`config.mk`:
```
export PLATFORM = sky130hd
export DESIGN_NAME = mux_func_sweeper
export DESIGN_NICKNAME = d
export VERILOG_FILES = /design/src/rtl/mux_func_sweeper_pkg.sv /design/src/rtl/sweep_settle_timer.sv /design/src/rtl/mux_func_sweeper.sv
export SDC_FILE = /design/constraint.sdc
export NUM_CORES = 1
export LEC_CHECK = 0
export ABC_AREA = 1
export CAP_MARGIN = 25
export CORE_UTILIZATION = 47
export DETAILED_ROUTE_END_ITERATION = 10
export PLACE_DENSITY = 0.76
export SYNTH_ARGS = -nofsm -noshare
export SYNTH_HDL_FRONTEND = slang
export SYNTH_SLANG_ARGS = --single-unit
```
`constraint.sdc`:
```
create_clock -name clk -period 2.4 [get_ports clk]
set_input_delay 0.24 -clock clk [delete_from_list [all_inputs] [get_ports clk]]
set_output_delay 0.24 -clock clk [all_outputs]
set_load 0.005 [all_outputs]
```
`src/rtl/mux_func_sweeper_pkg.sv`:
```
// Shared types and constants for the truth-table sweeper.
// The state encoding is fixed so other lab blocks can decode it.
package mux_func_sweeper_pkg;

    localparam int N_IN_DEF = 5;
    localparam int SETTLE_W = 4;

    typedef enum logic [1:0] {
        ST_IDLE   = 2'd0,
        ST_HOLD   = 2'd1,
        ST_SAMPLE = 2'd2,
        ST_DONE   = 2'd3
    } sweep_state_e;

endpackage

```
`src/rtl/sweep_settle_timer.sv`:
```
// Down-counter that paces the HOLD phase: after a load with value S,
// expire_o is high in the S-th cycle following the load edge.
module sweep_settle_timer
    import mux_func_sweeper_pkg::*;
(
    input  logic                clk,
    input  logic                rst,
    input  logic                load_i,
    input  logic [SETTLE_W-1:0] settle_i,
    output logic                expire_o
);

    logic [SETTLE_W-1:0] cnt_q, cnt_d;

    always_comb begin
        cnt_d = cnt_q;
        if (load_i)
            cnt_d = settle_i;
        else if (cnt_q != '0)
            cnt_d = cnt_q - SETTLE_W'(1);
    end

    always_ff @(posedge clk or posedge rst) begin
        if (rst) cnt_q <= '0;
        else     cnt_q <= cnt_d;
    end

    // A count of 1 marks the last HOLD cycle, so the FSM leaves HOLD on that edge.
    assign expire_o = (cnt_q == SETTLE_W'(1));

endmodule

```
`src/rtl/mux_func_sweeper.sv`:
```
// Walks all 2**N_IN input vectors of an external function block, samples
// its output after SETTLE cycles and checks the captured table against expected.
module mux_func_sweeper
    import mux_func_sweeper_pkg::*;
#(
    parameter int N_IN   = N_IN_DEF,
    parameter int SETTLE = 1
) (
    input  logic                clk,
    input  logic                rst,
    input  logic                start,
    input  logic [2**N_IN-1:0]  expected,
    input  logic                y_in,
    output logic [N_IN-1:0]     vec_out,
    output logic                busy,
    output logic                done,
    output logic [2**N_IN-1:0]  table_out,
    output logic                pass,
    output logic [N_IN:0]       fail_count,
    output logic [N_IN-1:0]     first_fail
);

    localparam int              DEPTH = 2**N_IN;
    localparam logic [N_IN-1:0] LAST  = '1;
    // With no settle time every vector goes straight to SAMPLE.
    localparam sweep_state_e    NEXT_ST = (SETTLE == 0) ? ST_SAMPLE : ST_HOLD;

    sweep_state_e       state_q, state_d;
    logic [N_IN-1:0]    idx_q, idx_d;
    logic [DEPTH-1:0]   table_q, table_d;
    logic [DEPTH-1:0]   exp_q, exp_d;
    logic [N_IN:0]      fail_q, fail_d;
    logic [N_IN-1:0]    ffail_q, ffail_d;
    logic               pass_q, pass_d;
    logic               done_q, done_d;
    logic               busy_q, busy_d;
    logic               load;
    logic               expire;

    sweep_settle_timer u_timer (
        .clk      (clk),
        .rst      (rst),
        .load_i   (load),
        .settle_i (SETTLE_W'(SETTLE)),
        .expire_o (expire)
    );

    always_comb begin
        state_d = state_q;
        idx_d   = idx_q;
        table_d = table_q;
        exp_d   = exp_q;
        fail_d  = fail_q;
        ffail_d = ffail_q;
        pass_d  = pass_q;
        done_d  = done_q;
        busy_d  = busy_q;
        load    = 1'b0;

        case (state_q)
            ST_IDLE, ST_DONE: begin
                if (start) begin
                    state_d = NEXT_ST;
                    idx_d   = '0;
                    table_d = '0;
                    exp_d   = expected;
                    fail_d  = '0;
                    ffail_d = '0;
                    pass_d  = 1'b0;
                    done_d  = 1'b0;
                    busy_d  = 1'b1;
                    load    = 1'b1;
                end
            end
            ST_HOLD: begin
                if (expire) state_d = ST_SAMPLE;
            end
            ST_SAMPLE: begin
                table_d[idx_q] = y_in;
                if (y_in != exp_q[idx_q]) begin
                    fail_d = fail_q + (N_IN+1)'(1);
                    if (fail_q == '0) ffail_d = idx_q;
                end
                if (idx_q == LAST) begin
                    state_d = ST_DONE;
                    busy_d  = 1'b0;
                    done_d  = 1'b1;
                    pass_d  = (fail_d == '0);
                end else begin
                    state_d = NEXT_ST;
                    idx_d   = idx_q + N_IN'(1);
                    load    = 1'b1;
                end
            end
            default: state_d = ST_IDLE;
        endcase
    end

    always_ff @(posedge clk or posedge rst) begin
        if (rst) begin
            state_q <= ST_IDLE;
            idx_q   <= '0;
            table_q <= '0;
            exp_q   <= '0;
            fail_q  <= '0;
            ffail_q <= '0;
            pass_q  <= 1'b0;
            done_q  <= 1'b0;
            busy_q  <= 1'b0;
        end else begin
            state_q <= state_d;
            idx_q   <= idx_d;
            table_q <= table_d;
            exp_q   <= exp_d;
            fail_q  <= fail_d;
            ffail_q <= ffail_d;
            pass_q  <= pass_d;
            done_q  <= done_d;
            busy_q  <= busy_d;
        end
    end

    assign vec_out    = idx_q;
    assign busy       = busy_q;
    assign done       = done_q;
    assign table_out  = table_q;
    assign pass       = pass_q;
    assign fail_count = fail_q;
    assign first_fail = ffail_q;

endmodule

```
==> results of run 1 <==
==> worst register-to-register path, cell delays in order, from the launching register on <==
cell and delay (ns):
sky130_fd_sc_hd__dfrtp_1 0.50, sky130_fd_sc_hd__ha_1 0.22, sky130_fd_sc_hd__inv_1 0.05, sky130_fd_sc_hd__nor3_1 0.14, sky130_fd_sc_hd__ha_1 0.22, sky130_fd_sc_hd__nor2_1 0.07, sky130_fd_sc_hd__nor3_1 0.23, sky130_fd_sc_hd__inv_1 0.11
sky130_fd_sc_hd__nor2_1 0.13, sky130_fd_sc_hd__nand3_1 0.09, sky130_fd_sc_hd__nor2_1 0.08, sky130_fd_sc_hd__nand3_1 0.07, sky130_fd_sc_hd__nand2_1 0.06
==> power by group through the flow <==
stage / combinational (mW) / clock (mW) / sequential, mW
after global routing: 2.61 / 1.26 / 2.05
after global placement: 2.19 / 0 / 2.02
after detailed placement: 2.28 / 0 / 2.04
after CTS: 2.29 / 1.20 / 2.01
final: 2.30 / 1.18 / 2.01
after floorplan: 1.70 / 0 / 2.00
==> sequential cells by signal, summed over array words and instances (netlist names) <==
| register | count |
|---|---|
| exp_q | 32 |
| table_out | 32 |
| fail_count | 6 |
| first_fail | 5 |
| vec_out | 5 |
| u_timer.cnt_q | 4 |
| state_q | 2 |
| busy | 1 |
| done | 1 |
| pass | 1 |
==> layer usage <==
metal	wire [um]	global-route usage, %	vias up
met5	0	0	-
met4	212	8.58	0
met3	602	3.54	19
met2	5800	42.9	131
met1	4790	30.6	1979
li1	-	-	2029
==> stage by stage <==
| stage | hold slack, ns | power (mW) |
|---|---|---|
| after floorplan | 0.350 | 3.70 |
| after global placement | 0.457 | 4.21 |
| after detailed placement | 0.465 | 4.31 |
| after CTS | 0.113 | 5.50 |
| after global routing | 0.113 | 5.91 |
| final | 0.113 | 5.49 |
==> cell type report <==
class | count | share of cell area [%]
clock buffer | 12 | 2.64
tap | 129 | 2.75
timing repair buffer | 106 | 17.4
inverter | 93 | 6.14
multi-input combinational | 372 | 31.8
clock inverter | 4 | 1.28
sequential | 89 | 37.9
==> placed cells by master, fill, tap and decap left out, types with 10 or more instances in the layout <==
| cell | Yosys | final |
|---|---|---|
| sky130_fd_sc_hd__a21oi_1 | 39 | 38 |
| sky130_fd_sc_hd__clkdlybuf4s50_1 | 0 | 86 |
| sky130_fd_sc_hd__nand2_2 | 10 | 10 |
| sky130_fd_sc_hd__ha_1 | 12 | 12 |
| sky130_fd_sc_hd__nand2_1 | 164 | 164 |
| sky130_fd_sc_hd__inv_1 | 87 | 86 |
| sky130_fd_sc_hd__dfrtp_1 | 89 | 89 |
| sky130_fd_sc_hd__buf_4 | 0 | 19 |
| sky130_fd_sc_hd__nand3_1 | 29 | 29 |
| sky130_fd_sc_hd__clkbuf_8 | 0 | 11 |
| sky130_fd_sc_hd__nor2_1 | 18 | 18 |
| sky130_fd_sc_hd__o21ai_0 | 41 | 41 |
| sky130_fd_sc_hd__o22ai_1 | 35 | 35 |
==> cell families (layout without fill, tap and decap cells) <==
family                     after synthesis  in the layout  synth area share [%]
AOI/OAI and AO/OA                      120            120                  14.2
xor gates and xnor gates                 6              6                  1.15
adders and majority gates               12             12                  3.28
buffers and inverters                  118            215                  10.6
DFF                                     89             89                  48.7
and+or+nand+nor                        234            234                  22.1
==> worst max path at each step <==
stage	end	slack [ns]
final	pass$_DFFE_PP0P_	0.36
after CTS	pass$_DFFE_PP0P_	0.37
after global routing	pass$_DFFE_PP0P_	0.12
after global placement	first_fail[0]$_DFFE_PP0P_	0.46
after detailed placement	first_fail[0]$_DFFE_PP0P_	0.38
after floorplan	pass$_DFFE_PP0P_	0.34
==> impl.org, run 1 <==
** Placed design
- Post-DP HPWL :: 8.13 mm
- At the placement stage, the worst setup path has a slack of 0.380 ns.
- Counting tap cells, the placed design contains a total of 789 instances.
- Global placement routability congestion :: 0.816
- Input and output buffers added on the ports amount to 86.
- Area post-placement :: 0.00564 sq mm

** Worst setup path
- For the worst setup path, the data arrival time is 2.34 ns.
- Max stage delay cell, worst path :: sky130_fd_sc_hd__dfrtp_1
- Data required, critical path :: 2.70 ns
- STA classifies the critical path startpoint as a register.
- The endpoint identified for the worst register-to-register timing path is pass$_DFFE_PP0P_.
- Crit path depth :: 12
- The largest single stage delay on the critical path is 0.50 ns.
- Peak fanout along the critical path :: 4
- The critical path starts at vec_out[0]$_DFFE_PP0P_.
- In this run the register-to-register setup slack is 0.36 ns.
- Broken down by cell family, the worst path's largest delay share belongs to simple AND/OR/NAND/NOR gates.
- The worst register-to-register path begins at vec_out[0]$_DFFE_PP0P_.
- Worst Setup Path Type :: register to register
- Traced cell by cell, the critical path runs through ha_1, inv_1, nor3_1, ha_1, nor2_1, nor3_1, inv_1, nor2_1, nand3_1, nor2_1, nand3_1, nand2_1.
- Buffering stage count on the worst path with inverters included :: 2
- For the worst flop-to-flop path, the logic depth is 12.
- Cell seen most often among critical-path stages :: sky130_fd_sc_hd__nor2_1
- Element type at the critical path end :: register

** STA
- The max-slew violation total from the final report came to 0.
- At the pin with the least slew margin, the transition time is 0.501 ns.
- Achievable frequency :: 490 MHz
- After layout, the worst setup slack is 0.360 ns.
- Setup violations remaining at the end of the flow were counted as 0.
- The count of endpoints failing hold in the final timing report came to 0.
- Setup tns final :: 0 ns
- Max Clock Skew :: 0.00841 ns
- Relative slew slack :: 66.6%
- Setup repair after global routing left no endpoint under its margin.
- Final Critical Period :: 2.04 ns
- Final clock period utilization by the worst path :: 85.0%

** Clock network
- Number of post-CTS setup repair buffers :: 0
- Gates resized during post-CTS repair numbered 0.
- After clock tree synthesis, the clock-pin slew on the worst setup and hold paths is 0.09 ns.
- For the worst-skew pair, the clock arrives at the later sink with an insertion delay of 0.36 ns.
- The clock passes through at most 2 buffers.
- CTS built an H-tree with a depth of 3.
- Cts-stage hold buffer count :: 0
- TritonCTS created 9 clock buffers.
- Counting every sink on the clock net gives 89.
- Clock tree synthesis selected as its root buffer the cell sky130_fd_sc_hd__clkbuf_8.
- TritonCTS built the clock tree.

** Power
- The share of total power dissipated in the clock network is 21.5%.
- Switching power total :: 2.17 mW
- VDD IR-drop max :: 449 uV
- The internal power of the cells totals 3.32 mW.
- Share of power burned in registers :: 36.7%
- The analysis attributes to cell leakage a power of 2.71 nW.
- Sw Share :: 39.5%
- PwrDens :: 935 mW/mm^2
- Combinational logic burns 41.8% of the power.

** Detailed routing
- WL/cell :: 14.2 um
- After detailed routing, the number of remaining DRC violations is 0.
- DR vias/cell :: 5.17
- ANT nets after route :: 0
- First-iteration detailed-routing DRC count :: 207
- Summing over every cut layer, the via total after detailed routing is 4158.
- Routed WL :: 11.4 mm
- Before antenna repair, the detailed router went through 5 iterations.

** Yosys
- Counting flops with a built-in enable in the synthesized netlist gives 0.
- After synthesis, flip-flops and latches occupy 48.7% of the total area.
- The synthesized design contains 89 register bits.
- Cell taking the most area after synthesis :: sky130_fd_sc_hd__dfrtp_1
- Main synth FF type :: sky130_fd_sc_hd__dfrtp_1
- Synth warn :: 0
- Count of different cell masters after synthesis :: 28
- After synthesis, the most frequently instantiated cells are sky130_fd_sc_hd__nand2_1 (164), sky130_fd_sc_hd__dfrtp_1 (89), sky130_fd_sc_hd__inv_1 (87).
- Share of the synthesized area in the top cell type :: 48.7%
- In this run the mean area of a mapped cell was 7.90 sq um.
- Most frequent cell after synthesis :: sky130_fd_sc_hd__nand2_1
- Synth async-reset ratio :: 100%
- Synthesis produced a netlist with a net count of 627.
- In this run the cell area of the synthesized design comes to 0.00458 sq mm.
- In the synthesized netlist, the number of instances is 579.
- By area the synthesized netlist is led by sky130_fd_sc_hd__dfrtp_1 (49%), sky130_fd_sc_hd__nand2_1 (13%), sky130_fd_sc_hd__inv_1 (7.1%).

** Final layout
- Measured on the finished design, the core utilization comes to 62.9%.
- Nets :: 719
- The multi-input combinational cells in the finished layout cover a total of 0.00187 sq mm.
- Excluding fillers, the count of instances in the completed layout stands at 805.
- Fillers :: 800
- The finished cells cover 0.00587 sq mm.
- Sequential standard cell area :: 0.00223 sq mm
- Ant. Diodes :: 0
- Share of cells above drive strength 1 :: 9.17%
- From synthesis to final layout, the design area changed by 28.3%.

** Global routing
- Initial antenna violation count :: 0
- Across every metal layer, demand over resource in global routing totals 24.3%.
- Entering global routing, the biggest net connects 64 pins.
- The first global-routing pass estimated 19.2 mm of wire.
- The via count of the first global-routing pass came to 4179.
- GRT overflow :: 0

** Flow run
- MaxCap Viol Count :: 0

** Floorplanning
- Die height :: 101 um
- The floorplan step defined a core boundary enclosing 0.00933 sq mm.
- The floorplan step defined a die boundary enclosing 0.0101 sq mm.
- For this design the top-level I/O count stands at 87.
- Initial cell density of the core :: 49.1%
- Row generation in the floorplan step produced 35 rows.
- Horizontal die dimension :: 101 um

** Run status
- Status :: complete, no violations

** Min path
- The tightest min-delay check is of the input pin to async pin type.
Power figures use the tool's default switching activity.
==> inputs of run 2 (changes only) <==
- REMOVE_ABC_BUFFERS: unset -> 1
==> run 2 against run 1 <==
Against the previous run: flip-flop and latch count did not move; power fell by 1.7%; wire length decreased by 3.7%; worst setup slack improved by 0.016 ns; sequential share of layout area is 0.44 points higher; first-iteration DRC count up 0.97%; clock-buffer cell count unchanged; hold slack improved by 0.15 ns; global-route usage shrank 0.79 points; critical path depth rose by 2.
==> impl.org, run 2 (synthesis results as in run 1) <==
** STA
- Setup slack closes at 0.375 ns.
- Max Clock Skew :: 0.00972 ns
- Setup repair after global routing left no endpoint under its margin.
- Final Critical Period :: 2.02 ns
- Dividing the final minimum period by the clock period gives 84.4%.
- Setup tns final :: 0 ns
- The max-slew violation total from the final report is 0.
- Achievable frequency :: 494 MHz
- Setup violation total in the final timing report :: 0
- Pin slew with the least headroom to its limit :: 0.502 ns
- The count of endpoints failing hold in the final timing report came to 0.
- Relative slew slack :: 66.5%

** Worst setup path
- Peak fanout along the critical path :: 5
- Arrival @ worst endpoint :: 2.29 ns
- Worst Setup Path Type :: register to register
- The worst setup path is captured at a register.
- The most critical setup path has its startpoint at vec_out[3]$_DFFE_PP0P_.
- Data required, critical path :: 2.66 ns
- For flop-to-flop paths, the worst setup slack is 0.38 ns.
- STA classifies the critical path startpoint as a register.
- Reg-to-reg endpoint :: first_fail[4]$_DFFE_PP0P_
- In this run the worst setup path terminates at first_fail[4]$_DFFE_PP0P_.
- In this run the critical register-to-register path is launched from vec_out[3]$_DFFE_PP0P_.
- Depth of the most critical reg-to-reg path :: 14

** Global routing
- The first global-routing pass estimated 18.6 mm of wire.
- Largest net degree at the start of global routing :: 90
- Routing usage on met1 :: 29.4%
- Via count of the first global-routing pass :: 4092
- For this run the aggregate overflow at the end of global routing stands at 0.
- GRT Resource Usage Total :: 23.6%
- Highest-utilization routing layer at the global route stage :: met2
- GR Layer Usage met3 :: 2.98%
- In the global route stage, met2 resource usage came out at 40.6%.
- Initial antenna violation count :: 0

** Final layout
- In the final design database the tool counted 713 nets.
- In the layout the commonest cells are sky130_fd_sc_hd__nand2_1 (164), sky130_fd_sc_hd__dfrtp_1 (88), sky130_fd_sc_hd__inv_1 (86), sky130_fd_sc_hd__clkdlybuf4s50_1 (86), sky130_fd_sc_hd__o21ai_0 (41).
- The finished cells cover 0.00581 sq mm.
- Share of cells above drive strength 1 :: 8.21%
- The area growth from synthesis to layout is 26.9%.
- The library cell used most frequently in the layout, excluding fill and tap cells, is sky130_fd_sc_hd__nand2_1.
- Ant. Diodes :: 0
- Cells fill 62.3% of the core in the end.

** Clock network
- Depth of the CTS H-tree :: 3
- Clock tree from TritonCTS :: yes
- In this run, post-CTS hold repair placed 0 buffers.
- Maximum clock path buffer count :: 2
- The later pin in the worst-skew pair is clocked with a latency of 0.37 ns.
- Root buffer cell :: sky130_fd_sc_hd__clkbuf_8
- Clock buffers created by TritonCTS :: 9
- Clock-pin slew was measured on the worst setup and hold paths at 0.09 ns.
- For this design, the sink count on the clock tree is 89.

** Detailed routing
- For this block, the routed nets add up to 11.0 mm of wire.
- Detailed routing inserted a total of 4065 vias.
- The count of nets left with antenna violations once routing finished came out at 0.
- Dividing the detail-routed via count by the number of cells gives 5.09.
- For this run, the detailed router's first-pass iteration total came to 4.
- After detailed routing, the average wire length per cell comes to 13.7 um.
- Remaining design rule violation count :: 0
- First-iteration detailed-routing DRC count :: 209

** Placed design
- Pre-CTS setup slack :: 0.363 ns
- Area post-placement :: 0.00559 sq mm
- Quantity of I/O buffers inserted on ports :: 86
- Post-DP HPWL :: 7.66 mm
- Global placement routability congestion :: 0.896

** Power
- Leakage dissipation :: 2.68 nW
- PwrDens :: 929 mW/mm^2
- VDD IR-drop max :: 471 uV

** Floorplanning
- Die height :: 101 um
- The floorplan has 35 rows.
- The core region is 0.00933 sq mm.
- For this design the top-level I/O count stands at 87.
- Horizontal die dimension :: 101 um
- Die Area :: 0.0101 sq mm
- Initial cell density of the core :: 49.1%

** Run status
- The run finished with clean final reports.

** Flow run
- The tool flagged a number of max-cap violations equal to 0.

** Min path
- Class of the tightest hold or removal check :: input pin to async pin
run 2: metal layers:
metal,share of wire [%],vias up,routed length [um]
met5,0,-,0
met4,2.1,0,236
met3,4.1,19,448
met2,50,97,5470
met1,44,1945,4830
li1,-,2004,-
run 2: cell type report:
type	count	area [sq um]
inverters	93	358
flip-flops and latches	89	2230
clock buffers	12	135
well taps	129	161
fillers	815	3520
clock inverters	4	77.6
multi-input cells	372	1870
repair buffers	100	978
run 2: power breakdown:
part	switching, mW	internal [mW]	leakage (nW)
logic	1.45	0.813	1.40
registers	0.140	1.86	1.17
clock network	0.540	0.592	0.105
run 2: worst min path at each step:
| stage | startpoint | to | slack [ns] |
|---|---|---|---|
| 2_1_floorplan | expected[6] | exp_q[6]$_DFFE_PP0P_ | 0.35 |
| 3_3_place_gp | first_fail[3]$_DFFE_PP0P_ | first_fail[3]$_DFFE_PP0P_ | 0.46 |
| 3_5_place_dp | first_fail[3]$_DFFE_PP0P_ | first_fail[3]$_DFFE_PP0P_ | 0.47 |
| 4_1_cts | rst | exp_q[29]$_DFFE_PP0P_ | 0.32 |
| 5_1_grt | rst | exp_q[29]$_DFFE_PP0P_ | 0.37 |
| 6_report | rst | exp_q[29]$_DFFE_PP0P_ | 0.27 |
run 2: stage by stage:
stage / cells / hold WS [ns] / power [mW]
2_1_floorplan: 554 / 0.350 / 3.63
3_3_place_gp: 783 / 0.459 / 4.19
3_5_place_dp: 783 / 0.466 / 4.28
4_1_cts: 799 / 0.316 / 5.42
5_1_grt: 799 / 0.368 / 5.83
6_report: 799 / 0.265 / 5.40
run 2: worst max-delay path, cell delays in order, from the launching register on:
cell and delay, ns:
sky130_fd_sc_hd__dfrtp_1 0.46, sky130_fd_sc_hd__inv_2 0.12, sky130_fd_sc_hd__nand2_1 0.07, sky130_fd_sc_hd__nor2_1 0.36, sky130_fd_sc_hd__nand2_1 0.12, sky130_fd_sc_hd__nand2_2 0.10
sky130_fd_sc_hd__nor2_4 0.05, sky130_fd_sc_hd__nand2_2 0.07, sky130_fd_sc_hd__nand2_2 0.08, sky130_fd_sc_hd__nand2_4 0.10, sky130_fd_sc_hd__nand4_4 0.10, sky130_fd_sc_hd__nand2_1 0.09
sky130_fd_sc_hd__nand2_2 0.08, sky130_fd_sc_hd__nand2_1 0.08, sky130_fd_sc_hd__nand2_1 0.05
run 2: what timing repair did:
action,4_1_cts,5_1_grt
setup endpoints to repair,0,1
setup buffers,0,0
gates resized for setup,0,1
